File: config.mk
export PLATFORM = sky130hd
export DESIGN_NAME = cm_serial_ctrl
export DESIGN_NICKNAME = d
export VERILOG_FILES = /design/src/rtl/cm_serial_ctrl.sv
export SDC_FILE = /design/constraint.sdc
export NUM_CORES = 1
export LEC_CHECK = 0
export CAP_MARGIN = 15
export CORE_ASPECT_RATIO = 2
export CORE_MARGIN = 1.5
export CORE_UTILIZATION = 55
export DETAILED_ROUTE_END_ITERATION = 16
export DONT_BUFFER_PORTS = 1
export PLACE_DENSITY = 0.76
export SYNTH_ARGS = -nofsm -noshare
export SYNTH_HDL_FRONTEND = slang
export SYNTH_SLANG_ARGS = --single-unit
export TNS_END_PERCENT = 5
File: constraint.sdc
create_clock -name clk -period 1.7 [get_ports clk]
set_input_delay 0.34 -clock clk [delete_from_list [all_inputs] [get_ports clk]]
set_output_delay 0.34 -clock clk [all_outputs]
set_load 0.03 [all_outputs]
File: src/rtl/cm_serial_ctrl.sv
// Sequencing controller for a serial multiply-accumulate PE. It streams operand
// pairs into the PE, waits out the PE latency, then offers the dot product.
module cm_serial_ctrl #(
    parameter int DW     = 8,
    parameter int LEN_W  = 4,
    parameter int PE_LAT = 1
) (
    input  logic             clk,
    input  logic             rst,
    input  logic             start,
    input  logic [LEN_W-1:0] len,
    input  logic             abort,
    input  logic             in_valid,
    output logic             in_ready,
    input  logic [DW-1:0]    in_a,
    input  logic [DW-1:0]    in_b,
    output logic [DW-1:0]    pe_a,
    output logic [DW-1:0]    pe_b,
    output logic             pe_mux_reset,
    input  logic [DW-1:0]    pe_out,
    output logic             res_valid,
    input  logic             res_ready,
    output logic [DW-1:0]    res_data,
    output logic             busy
);

    localparam int                 DRAIN_W    = $clog2(PE_LAT + 2);
    localparam logic [DRAIN_W-1:0] DRAIN_LAST = DRAIN_W'(PE_LAT);

    typedef enum logic [1:0] {
        IDLE,
        RUN,
        DRAIN,
        HOLD
    } state_e;

    state_e             state_q,        state_d;
    logic [LEN_W-1:0]   len_q,          len_d;
    logic [LEN_W-1:0]   cnt_q,          cnt_d;
    logic [DRAIN_W-1:0] drain_q,        drain_d;
    logic [DW-1:0]      pe_a_q,         pe_a_d;
    logic [DW-1:0]      pe_b_q,         pe_b_d;
    logic               pe_mux_reset_q, pe_mux_reset_d;
    logic [DW-1:0]      res_data_q,     res_data_d;
    logic               in_ready_q,     in_ready_d;
    logic               res_valid_q,    res_valid_d;
    logic               busy_q,         busy_d;

    logic               xfer;

    // in_ready_q is high exactly while the FSM sits in RUN.
    assign xfer = in_valid && in_ready_q;

    always_comb begin
        // NOTE: every signal written here gets a default first, so no path
        // leaves one unassigned and no latch can be inferred.
        state_d        = state_q;
        len_d          = len_q;
        cnt_d          = cnt_q;
        drain_d        = drain_q;
        pe_a_d         = '0;
        pe_b_d         = '0;
        pe_mux_reset_d = 1'b0;
        res_data_d     = res_data_q;

        unique case (state_q)
            IDLE: begin
                if (start) begin
                    if (len != '0) begin
                        state_d = RUN;
                        len_d   = len;
                        cnt_d   = '0;
                    end else begin
                        state_d    = HOLD;
                        res_data_d = '0;
                    end
                end
            end
            RUN: begin
                if (abort) begin
                    state_d = IDLE;
                end else if (xfer) begin
                    pe_a_d         = in_a;
                    pe_b_d         = in_b;
                    pe_mux_reset_d = (cnt_q == '0);
                    cnt_d          = cnt_q + LEN_W'(1);
                    if (cnt_q == len_q - LEN_W'(1)) begin
                        state_d = DRAIN;
                        drain_d = '0;
                    end
                end
            end
            DRAIN: begin
                // Zero operands flush the last pair through the PE pipeline.
                if (abort) begin
                    state_d = IDLE;
                end else if (drain_q == DRAIN_LAST) begin
                    state_d    = HOLD;
                    res_data_d = pe_out;
                end else begin
                    drain_d = drain_q + DRAIN_W'(1);
                end
            end
            HOLD: begin
                if (res_ready) begin
                    state_d = IDLE;
                end
            end
            default: begin
                state_d = IDLE;
            end
        endcase

        in_ready_d  = (state_d == RUN);
        res_valid_d = (state_d == HOLD);
        busy_d      = (state_d != IDLE);
    end

    // NOTE: sequential state uses non-blocking assignments so every flop
    // samples the pre-edge values and they all update together.
    always_ff @(posedge clk or negedge rst) begin
        if (!rst) begin
            state_q        <= IDLE;
            len_q          <= '0;
            cnt_q          <= '0;
            drain_q        <= '0;
            pe_a_q         <= '0;
            pe_b_q         <= '0;
            pe_mux_reset_q <= 1'b0;
            res_data_q     <= '0;
            in_ready_q     <= 1'b0;
            res_valid_q    <= 1'b0;
            busy_q         <= 1'b0;
        end else begin
            state_q        <= state_d;
            len_q          <= len_d;
            cnt_q          <= cnt_d;
            drain_q        <= drain_d;
            pe_a_q         <= pe_a_d;
            pe_b_q         <= pe_b_d;
            pe_mux_reset_q <= pe_mux_reset_d;
            res_data_q     <= res_data_d;
            in_ready_q     <= in_ready_d;
            res_valid_q    <= res_valid_d;
            busy_q         <= busy_d;
        end
    end

    assign in_ready     = in_ready_q;
    assign pe_a         = pe_a_q;
    assign pe_b         = pe_b_q;
    assign pe_mux_reset = pe_mux_reset_q;
    assign res_valid    = res_valid_q;
    assign res_data     = res_data_q;
    assign busy         = busy_q;

endmodule

---- Word-level counts from Yosys, hierarchy flattened ----
Cells that the tools add are included.
storage, ports and cells
  output and inout bits ................... 28
  input port bits ......................... 34
  flip-flop bits (word level) ............. 40
cells by class
  muxes and demuxes ....................... 34
  add/subtract/negate cells ............... 3
  reductions and logical operators ........ 12
  equal/unequal tests ..................... 16
operators by type and width
  kind                 number
  $mux 8               10
  $mux 2               13
  $ne 2x2->1 const B   9
  $mux 4               4
  $pmux 8 s2           1
  $reduce_and 5->1     2
  $pmux 2 s4           1
  $pmux 4 s2           1
  $reduce_bool 2->1    4
  $eq 2x1->1 const B   3
  $eq 2x2->1 const B   3
  $reduce_and 6->1     1
  $add 4x1->4 const B  1
  $eq 4x4->1           1
  $logic_not 4->1      1
  $pmux 2 s2           1
  $reduce_bool 4->1    1
  $sub 4x1->4 const B  1
  $mux 1               3
  $reduce_and 3->1     1
  $add 2x1->2 const B  1
  $logic_not 2->1      1
  $logic_and 1x1->1    1

---- Longest topological paths before layout ----
Gate-level depths: netlist of the first run.
  word-level depth ........................ 7
  depth in mapped cells ................... 7
  gate-level depth less buffers ........... 7

---- Worst setup path before layout of the first run ----
No wires, ideal clock.
  path kind ............................... flip-flop to flip-flop
  from .................................... reg len_q[0]
  to ...................................... reg in_ready_q, in the netlist in_ready
  data required time ...................... 1,581 ps
  data arrival time ....................... 1,543 ps
  stages on the path, launching flop included .. 8
  library setup time ...................... 119 ps
  path slack .............................. 38 ps
  period minus slack after synthesis ...... 1,662 ps
  cell sequence ........................... dfrtp_1 inv_1 ha_1 xnor3_1 nand3_1 nor3_1 nor3_1 and2_1
between the ends
  longest elaborated chain between the ends .. 7
ends and longest elaborated chain
  item                    line  RTL
  from (decl)             38    logic [LEN_W-1:0] len_q, len_d;
  from (signal assigned)  136   len_q <= len_d;
  $sub 4x1->4             87    if (cnt_q == len_q - LEN_W'(1)) begin
  $eq 4x4->1              87
  $mux 2                  87
  $mux 2                  82    end else if (xfer) begin
  $mux 2                  80    if (abort) begin
  $pmux 2 s4              66    unique case (state_q)
  $eq 2x1->1              114   in_ready_d = (state_d == RUN);
  named net in_ready_d    45    logic in_ready_q, in_ready_d;
  to (signal assigned)    143   in_ready_q <= in_ready_d;
  to (decl)               45
The timed path passes the listed nets, and every way through them passes these cells.
A chain may end at the register's enable or synchronous reset.

---- Worst setup path in the final report of the first run ----
  from .................................... reg len_q[0]
  to ...................................... reg in_ready_q, in the netlist in_ready
between the ends
  longest elaborated chain between the ends .. 7
ends and longest elaborated chain
  item                  line  RTL
  $sub 4x1->4           87
  $eq 4x4->1            87
  $mux 2                87
  $mux 2                82
  $mux 2                80
  $pmux 2 s4            66
  named net state_d[0]  37    state_e state_q, state_d;
  $eq 2x1->1            114
  named net in_ready_d  45
The timed path passes the listed nets, and every way through them passes these cells.

==> results of run 1 <==
## Yosys cell counts
| cell type | n | share of area [%] |
|---|---|---|
| a21boi_0 | 1 | 0.45 |
| a21oi_1 | 2 | 0.60 |
| a22o_1 | 1 | 0.52 |
| a22oi_1 | 1 | 0.45 |
| and2_1 | 17 | 6.3 |
| and2b_2 | 1 | 0.52 |
| clkbuf_1 | 5 | 1.1 |
| dfrtp_1 | 40 | 60 |
| ha_1 | 4 | 3.0 |
| inv_1 | 6 | 1.3 |
| mux2_2 | 3 | 2.0 |
| nand2_1 | 16 | 3.6 |
| nand2b_1 | 2 | 0.74 |
| nand3_1 | 10 | 3.0 |
| nor2_1 | 8 | 1.8 |
| nor2_2 | 1 | 0.37 |
| nor2b_1 | 5 | 1.9 |
| nor3_1 | 3 | 0.89 |
| nor3_2 | 1 | 0.60 |
| nor4_1 | 1 | 0.37 |
| nor4b_1 | 1 | 0.52 |
| o21ai_0 | 11 | 3.3 |
| o22ai_1 | 1 | 0.37 |
| o32a_2 | 1 | 0.67 |
| or2_2 | 1 | 0.37 |
| or2b_1 | 1 | 0.45 |
| or3_1 | 1 | 0.37 |
| or4_1 | 1 | 0.45 |
| xnor2_1 | 3 | 1.6 |
| xnor3_1 | 1 | 1.3 |
| xor2_1 | 3 | 1.6 |
## metrics by stage
stage / std cells / area, um2 / setup slack (ps) / hold WS [ps] / total power [mW]
floorplan: 153 / 1680 / 37.7 / 44.4 / 1.80
global placement: 193 / 1810 / 11.3 / 45.1 / 2.02
detailed placement: 193 / 1810 / -109 / 45.2 / 2.07
CTS: 203 / 1970 / -52.8 / 164 / 2.86
global route: 205 / 2030 / -134 / 157 / 3.18
finish: 205 / 2030 / -79.3 / 170 / 3.01
## report_power, final
group          internal, mW  switching (mW)  leakage (nW)  total, mW
registers              1.10           0.245         0.541       1.35
clock network         0.435           0.303        0.0552      0.738
logic                 0.491           0.438         0.418      0.929
total                  2.03           0.987          1.01       3.01
## cells by family after synthesis
kind of cell    count (synthesis)  share of synthesized area [%]
mux                             3                           2.01
xor+xnor                        7                           4.47
simple gates                   70                           22.2
buf+inv                        11                           2.46
flops                          40                           59.6
fa+ha+maj                       4                           2.98
compound gates                 18                           6.33
## worst min path at each step
| stage | from | end | slack, ps | cells past startpoint |
|---|---|---|---|---|
| floorplan | rst | busy | 40 | 0 |
| finish | in_a[3] | pe_a[3] | 170 | 1 |
| global route | in_a[3] | pe_a[3] | 160 | 1 |
| global placement | rst | len_q[2] | 50 | 0 |
| CTS | in_a[5] | pe_a[5] | 160 | 1 |
| detailed placement | rst | len_q[2] | 50 | 0 |
## cell type report
type / instances / area [um2] / share of cell area (%)
Sequential cell: 40 / 1000 / 49.2
Multi-Input combinational cell: 102 / 707 / 34.8
Timing Repair Buffer: 19 / 158 / 7.75
Clock buffer: 6 / 72.6 / 3.57
Tap cell: 30 / 37.5 / 1.85
Clock inverter: 2 / 35.0 / 1.72
Inverter: 6 / 22.5 / 1.11
## repair_timing
item | in CTS | in global routing
buffers inserted | 0 | 2
gates resized for setup | 4 | 8
cloned | 0 | 0
hold buffers | 2 | 0
pin swaps | 0 | 4
endpoints found under the hold margin | 40 | 0
endpoints found under the setup margin | 6 | 12
## flip-flops by register name (all words and copies together) (netlist names)
name / cells
state_q: 2
pe_mux_reset: 1
busy: 1
in_ready: 1
cnt_q: 4
res_valid: 1
len_q: 4
drain_q: 2
res_data: 8
pe_b: 8
pe_a: 8
## layer usage
metal / up-vias / wire (um)
met5: - / 0
met4: 0 / 185
met3: 19 / 269
met2: 66 / 1880
met1: 552 / 1070
li1: 543 / -
==> results.json, run 1 <==
{
  "cp.depth": 5,
  "cp_top_family": "simple AND/OR/NAND/NOR gates",
  "path_clk_slew_ps": 70,
  "cp_max_fo": 4,
  "drt-initial-drc-count": 16,
  "port_buffers": 0,
  "max_freq_ghz": 0.562,
  "grt_pass1_vias": 1301,
  "synthCells": 153,
  "startpoint": "len_q[0]",
  "final_common_cell": "dfrtp_1",
  "ys_ff_latch": 40,
  "antenna_found_initial": 0,
  "met1_usage_pct": 21.0,
  "reg2regPathDepth": 5,
  "yosys_warnings": 0,
  "path_class": "reg -> reg",
  "track_usage_pct": 22.9,
  "power_density_mw_per_mm2": 1480,
  "antenna_left": 0,
  "setup_violations": 3,
  "reg2reg_setup_slack_ps": -80,
  "cts.sinks": 40,
  "cts_tree": "done",
  "finalNetCount": 212,
  "worstMarginPinSlew_ps": 443,
  "drtPass1Iterations": 4,
  "hold_class": "in -> reg",
  "hpwl_um": 2490,
  "drc": 0,
  "slew_viol_final": 0,
  "ys_types": 31,
  "r2r-start": "len_q[0]",
  "cp_slowest_cell": "or4_1",
  "setup_tns_ps": -225,
  "cp_num_buf_inv": 0,
  "place.gp.congestion": 0.864,
  "critPathRequiredTime_ps": 1890,
  "vias": 1180,
  "fin_skew_ps": 6.10,
  "drt_wl_total_um": 3400,
  "die-area_mm2": 0.00342,
  "reg2reg_to": "in_ready",
  "syn2layout_area_growth_pct": 21.0,
  "syn_avg_cell_area_um2": 11.0,
  "violations": "negative setup slack",
  "startpoint_type": "flip-flop",
  "overflow": 0,
  "core-area_mm2": 0.00294,
  "crit_chain": "nor3_4, xnor2_2, or4_1, o32a_2, and2_1",
  "syn_nets": 191,
  "status": "finished, violations left",
  "yosysSeqAreaShare_pct": 59.6,
  "maxCapViolations": 0,
  "start_util_pct": 57.1,
  "vias_per_cell": 5.76,
  "met2_usage_pct": 41.4,
  "post-route-period-util_pct": 105,
  "drive_gt1_share_pct": 24.6,
  "ios": 62,
  "top_usage_layer": "met2",
  "period_minus_slack_ps": 1780,
  "max_stage_delay_ps": 480,
  "fin_util_pct": 69.1,
  "synth_area_mm2": 0.00168,
  "clk_latency_ps": 290,
  "grtUsageMet3_pct": 8.22,
  "cts_root_buf": "clkbuf_8",
  "cp.arrival_ps": 1970,
  "worst_slack_ps": -79.3,
  "n_fill_cell": 233,
  "wl_per_cell_um": 16.6,
  "endpoint": "in_ready",
  "final_cell_mix": "dfrtp_1, and2_1, buf_4, nand2_1, o21ai_0",
  "p_leak_nw": 1.01,
  "hold_violations": 0,
  "worstSetupEndpointType": "flip-flop",
  "cts_buffers": 5,
  "grt_pass1_wl_um": 5650,
  "die_h_um": 81.2,
  "fp-row-count": 28,
  "clockBufferDepth": 2,
  "grt_start_max_net_pins": 41,
  "die_w_um": 42.1,
  "ir_drop_mv": 0.859,
  "insertedDiodeCount": 0,
  "htree_levels": 2,
  "slew-limit-headroom_pct": 70.2,
  "rsz0062_at_grt": "yes"
}
No activity file was read; power rests on OpenSTA's default activity.
==> run 2: changes to the inputs <==
--- a/config.mk
+++ b/config.mk
@@ -5,13 +5,14 @@
 export SDC_FILE = /design/constraint.sdc
 export NUM_CORES = 1
 export LEC_CHECK = 0
+export ABC_AREA = 1
 export CAP_MARGIN = 15
 export CORE_ASPECT_RATIO = 2
 export CORE_MARGIN = 1.5
 export CORE_UTILIZATION = 55
 export DETAILED_ROUTE_END_ITERATION = 16
 export DONT_BUFFER_PORTS = 1
-export PLACE_DENSITY = 0.76
+export PLACE_DENSITY = 0.73
 export SYNTH_ARGS = -nofsm -noshare
 export SYNTH_HDL_FRONTEND = slang
 export SYNTH_SLANG_ARGS = --single-unit
==> constraint.sdc (replaced) <==
create_clock -name clk -period 2.2 [get_ports clk]
set_input_delay 0.44 -clock clk [delete_from_list [all_inputs] [get_ports clk]]
set_output_delay 0.44 -clock clk [all_outputs]
set_load 0.03 [all_outputs]
==> run 2 against run 1 <==
Net effect: the run now ends clean; area after synthesis rose by 8.7%; clock-buffer cell count did not move; fmax grew 2.5%; worst hold slack better by 84 ps; non-clock buffer count is 17 lower; critical path type unchanged.
==> results.json, run 2 <==
{
  "endpoint": "drain_q[0]",
  "yosysSeqAreaShare_pct": 54.8,
  "synth_common_cells": "nand2_1, dfrtp_1, nor2_1",
  "slew_viol_final": 0,
  "grt_start_max_net_pins": 41,
  "period_minus_slack_ps": 1740,
  "cts.sinks": 40,
  "path_clk_slew_ps": 70,
  "cp_top_family": "simple AND/OR/NAND/NOR gates",
  "maxCapViolations": 0,
  "post_cts_resize_count": 0,
  "core-area_mm2": 0.00316,
  "clockBufferDepth": 2,
  "syn_avg_cell_area_um2": 8.34,
  "yosys_warnings": 0,
  "yosysMostFrequentCell": "nand2_1",
  "cp_num_buf_inv": 1,
  "hold_violations": 0,
  "p_leak_nw": 1.01,
  "overflow": 0,
  "ios": 62,
  "setup_tns_ps": 0,
  "rsz0062_at_grt": "no",
  "grt_pass1_wl_um": 5750,
  "ir_drop_mv": 0.652,
  "htree_levels": 2,
  "drt-initial-drc-count": 9,
  "cp.arrival_ps": 1920,
  "drive_gt1_share_pct": 7.59,
  "max_freq_ghz": 0.576,
  "worstSetupEndpointType": "flip-flop",
  "placed_area_mm2": 0.00183,
  "cp.depth": 8,
  "finalNetCount": 262,
  "slew-limit-headroom_pct": 57.4,
  "critPathRequiredTime_ps": 2390,
  "cp_max_fo": 18,
  "min_from": "in_a[6]",
  "antenna_left": 0,
  "reg2reg_to": "drain_q[0]",
  "drt_wl_total_um": 3350,
  "fp-row-count": 29,
  "n_fill_cell": 276,
  "synth-edff-count": 0,
  "crit_chain": "nand2_1, inv_1, nand2_2, nor2_1, nand4_1, nor2b_1, nand2_1, nand2_1",
  "port_buffers": 0,
  "synthTopCellsByArea": "dfrtp_1, nand2_1, nor2_1",
  "synth_top_area_share_pct": 54.8,
  "die_w_um": 43.8,
  "cts_tree": "done",
  "final_cell_mix": "nand2_1, dfrtp_1, nor2_1, inv_1, nand3_1",
  "worstMarginPinSlew_ps": 639,
  "start_util_pct": 57.9,
  "ys_ff_latch": 40,
  "synth-async-reset-ratio_pct": 100,
  "wl_per_cell_um": 13.1,
  "status": "completed",
  "reg2regPathDepth": 8,
  "synth_top_area_cell": "dfrtp_1",
  "cts_root_buf": "clkbuf_8",
  "reg2reg_setup_slack_ps": 460,
  "whs_path_depth": 2,
  "fin_skew_ps": 4.02,
  "final_common_cell": "nand2_1",
  "antenna_found_initial": 0,
  "setup_violations": 0,
  "power_density_mw_per_mm2": 1140,
  "synthCells": 219,
  "die_h_um": 84.5,
  "r2r-start": "in_ready",
  "post-route-period-util_pct": 78.9,
  "clk_latency_ps": 290,
  "drtPass1Iterations": 4,
  "synth_area_mm2": 0.00183,
  "track_usage_pct": 21.2,
  "vias_per_cell": 5.32,
  "hold_class": "in -> reg",
  "startpoint": "in_ready",
  "die-area_mm2": 0.00370,
  "hpwl_um": 2500,
  "syn_nets": 257,
  "final_area_mm2": 0.00193,
  "ys_types": 23,
  "place.gp.congestion": 0.821,
  "cp_slowest_cell": "dfrtp_1",
  "grt_pass1_vias": 1336,
  "drc": 0,
  "synth_ff_type": "dfrtp_1",
  "path_class": "reg -> reg",
  "startpoint_type": "flip-flop",
  "vias": 1356,
  "cts_buffers": 5,
  "insertedDiodeCount": 0,
  "syn2layout_area_growth_pct": 5.82,
  "timing.critical_path.mode_cell": "nand2_1",
  "max_stage_delay_ps": 520
}
[run 2: cell types whose count changed in the layout (fill, tap and decap cells not counted), moves of 4 or more]
| cell | previous run | this run |
|---|---|---|
| nand2_1 | 16 | 60 |
| nand3_1 | 9 | 14 |
| buf_4 | 17 | 0 |
| and2_1 | 17 | 0 |
| inv_1 | 5 | 33 |
| o21ai_0 | 11 | 7 |
| o21ai_2 | 0 | 6 |
| nor2_1 | 8 | 34 |
[run 2: stage by stage]
stage | utilization, % | setup slack (ps) | hold WS, ps | total power, mW | std cells
finish | 61.2 | 463 | 253 | 2.20 | 255
global route | 61.2 | 305 | 244 | 2.38 | 255
CTS | 61.2 | 448 | 245 | 2.23 | 255
detailed placement | 57.8 | 469 | 145 | 1.75 | 246
global placement | 57.8 | 503 | 145 | 1.74 | 246
floorplan | - | 812 | 144 | 1.67 | 219
[run 2: final cells by class]
cell class                 instances  area (um2)  area share (%)
inverter                          34         128            6.60
clock inverter                     1        5.00           0.259
timing repair buffer               2        30.0            1.55
tap                               31        38.8            2.01
sequential                        40        1000            51.8
clock buffer                       6        72.6            3.75
multi-input combinational        141         658            34.0
[run 2: worst min-delay path by stage]
stage | end | slack (ps)
after floorplan | busy | 140
after global placement | pe_mux_reset | 150
after detailed placement | pe_mux_reset | 150
after CTS | pe_a[6] | 240
after global routing | pe_b[3] | 240
final | pe_a[6] | 250
[run 2: repair_timing]
action,in CTS,in global routing
hold buffers,2,0
hold endpoints to repair,40,0
setup buffers,0,0
[run 2: cells by family after synthesis]
kind of cell,Yosys count,synth area share (%)
and+or+nand+nor,119,26.8
buffers and inverters,38,9.18
DFF,40,54.8
adders and majority gates,4,2.74
AOI/OAI and AO/OA,18,6.51
[run 2: where the power goes]
| group | internal [mW] | switching [mW] | total, mW | leakage, nW |
|---|---|---|---|---|
| sequential | 0.865 | 0.219 | 1.08 | 0.541 |
| clock | 0.215 | 0.239 | 0.454 | 0.0410 |
| combinational | 0.209 | 0.457 | 0.666 | 0.423 |
| total | 1.29 | 0.915 | 2.20 | 1.01 |
[run 2: layer usage]
metal / vias up / wire (um) / global-route usage (%)
met5: - / 0 / 0
met1: 620 / 1220 / 23.6
met4: 0 / 108 / 12.4
li1: 679 / - / -
met3: 10 / 236 / 6.02
met2: 47 / 1780 / 34.6
==> run 3: changes to the inputs <==
--- a/config.mk
+++ b/config.mk
@@ -12,7 +12,7 @@
 export CORE_UTILIZATION = 55
 export DETAILED_ROUTE_END_ITERATION = 16
 export DONT_BUFFER_PORTS = 1
-export PLACE_DENSITY = 0.73
+export PLACE_DENSITY = 0.76
 export SYNTH_ARGS = -nofsm -noshare
 export SYNTH_HDL_FRONTEND = slang
 export SYNTH_SLANG_ARGS = --single-unit
==> constraint.sdc (replaced) <==
create_clock -name clk -period 1.5 [get_ports clk]
set_input_delay 0.3 -clock clk [delete_from_list [all_inputs] [get_ports clk]]
set_output_delay 0.3 -clock clk [all_outputs]
set_load 0.03 [all_outputs]
==> run 3 against run 2 <==
Net effect: fmax grew 17%; clock-buffer cell count stayed put; sequential power rose by 44%; cell area grew 7.5%; non-clock buffer count grew 10; clock power increased by 89%; combinational power increased by 100%; register-to-register slack got worse by 440 ps; worst hold slack got worse by 140 ps; global-route usage grew 1.2 points; utilization grew 4.6 points; critical path type unchanged.
==> results.json, run 3 (same netlist as run 2, synthesis figures left out) <==
{
  "final_common_cell": "nand2_1",
  "dpl.cell_count": 254,
  "endpoint": "res_valid",
  "vias_per_cell": 5.38,
  "period_minus_slack_ps": 1480,
  "worstSetupEndpointType": "flip-flop",
  "p_leak_nw": 1.08,
  "met2_usage_pct": 38.6,
  "critPathRequiredTime_ps": 1730,
  "p_sw_share_pct": 39.9,
  "drt-initial-drc-count": 19,
  "worstMarginPinSlew_ps": 330,
  "fin_skew_ps": 4.53,
  "ios": 62,
  "grtUsageMet3_pct": 7.10,
  "drive_gt1_share_pct": 16.2,
  "core-area_mm2": 0.00316,
  "cts_root_buf": "clkbuf_8",
  "cp_slowest_cell": "dfrtp_1",
  "hold_class": "in -> reg",
  "grt_start_max_net_pins": 41,
  "vias": 1430,
  "drc": 0,
  "crit_chain": "inv_2, ha_4, inv_2, nand2_2, nand2_2, nor2_4, nand4_1, nand3b_1, inv_1, nor2_1",
  "power.internal_mw": 2.26,
  "cp.arrival_ps": 1710,
  "path_class": "reg -> reg",
  "placed_area_mm2": 0.00189,
  "grt_pass1_wl_um": 6160,
  "die-area_mm2": 0.00370,
  "path_clk_slew_ps": 70,
  "hold_ws_ps": 112,
  "instances_no_fill": 266,
  "cts.sinks": 40,
  "max_freq_ghz": 0.677,
  "post-route-period-util_pct": 98.5,
  "antenna_left": 0,
  "drt_wl_total_um": 3770,
  "drtPass1Iterations": 4,
  "clk_latency_ps": 300,
  "cp_max_fo": 4,
  "setup_violations": 0,
  "final_area_mm2": 0.00208,
  "clkPwrFrac_pct": 22.8,
  "wl_per_cell_um": 14.2,
  "port_buffers": 0,
  "antenna_found_initial": 0,
  "cts_buffers": 5,
  "p_switching_mw": 1.50,
  "worst_slack_ps": 21.9,
  "die_h_um": 84.5,
  "htree_levels": 2,
  "final_cell_mix": "nand2_1, dfrtp_1, nor2_1, inv_1, nand3_1",
  "combPwrFrac_pct": 35.9,
  "reg2reg_to": "res_valid",
  "rsz0062_at_grt": "yes",
  "die_w_um": 43.8,
  "hpwl_um": 2670,
  "p_total_mw": 3.77,
  "startpoint_type": "flip-flop",
  "r2r-start": "len_q[0]",
  "slew-limit-headroom_pct": 78.0,
  "slew_viol_final": 0,
  "place_ws_ps": -139,
  "place.gp.congestion": 0.770,
  "power_density_mw_per_mm2": 1810,
  "syn2layout_area_growth_pct": 13.8,
  "reg2reg_setup_slack_ps": 20,
  "fp-row-count": 29,
  "top_usage_layer": "met2",
  "met1_usage_pct": 22.3,
  "pwr-share-seq_pct": 41.3,
  "finalNetCount": 272,
  "clockBufferDepth": 2,
  "start_util_pct": 57.9,
  "ir_drop_mv": 1.14,
  "grt_pass1_vias": 1479,
  "cts_tree": "done",
  "startpoint": "len_q[0]",
  "maxCapViolations": 0,
  "insertedDiodeCount": 0,
  "reg2regPathDepth": 10,
  "hold_violations": 0,
  "status": "completed",
  "overflow": 0,
  "track_usage_pct": 22.5,
  "max_stage_delay_ps": 360
}
[run 3: cell count changes in the layout (fill, tap and decap cells not counted), sizes merged]
cell / before / now
bufinv: 0 / 1
buf: 1 / 11
[run 3: how the worst min path moves through the flow]
stage	start	endpoint	slack, ps	depth (start not counted)
finish	in_b[0]	pe_b[0]	110	2
global route	in_a[4]	pe_a[4]	100	2
CTS	in_a[4]	pe_a[4]	110	2
detailed placement	rst	len_q[3]	6	0
global placement	rst	len_q[3]	5	0
floorplan	rst	busy	4	0
[run 3: power by group through the flow]
stage	Combinational (mW)	Clock [mW]	Sequential (mW)
floorplan	0.887	0	1.57
global placement	1.08	0	1.57
detailed placement	1.12	0	1.57
CTS	1.19	0.881	1.55
global route	1.51	0.925	1.58
finish	1.35	0.858	1.56
[run 3: timing repair]
item / 4_1_cts / 5_1_grt
endpoints found under the setup margin: 14 / 14
hold buffers: 2 / 0
cloned: 0 / 0
gates resized for setup: 3 / 10
pin swaps: 2 / 6
endpoints found under the hold margin: 40 / 0
buffers inserted: 0 / 2
[run 3: metal layers]
metal / vias up / wire (um)
met5: - / 0
met4: 0 / 116
met3: 11 / 229
met2: 49 / 2160
met1: 667 / 1270
li1: 703 / -
[run 3: critical path: cells and delay by family (launching register included)]
family	cells	cell delay, ps
flip-flops	1	360
buffers and inverters	3	180
adder cells (fa/ha/maj)	1	280
AND/OR/NAND/NOR	6	600
[run 3: final cells by class]
type | count | area, um2
fillers | 262 | 1080
flip-flops and latches | 40 | 1000
multi-input cells | 141 | 698
inverters | 34 | 128
repair buffers | 12 | 105
clock buffers | 6 | 72.6
well taps | 31 | 38.8
clock inverters | 2 | 35.0
[run 3: through the flow]
stage / util, % / TNS (ps)
after floorplan: - / 0
after global placement: 59.7 / -430
after detailed placement: 59.7 / -1210
after CTS: 64.3 / -47.2
after global routing: 65.8 / -371
final: 65.8 / 0
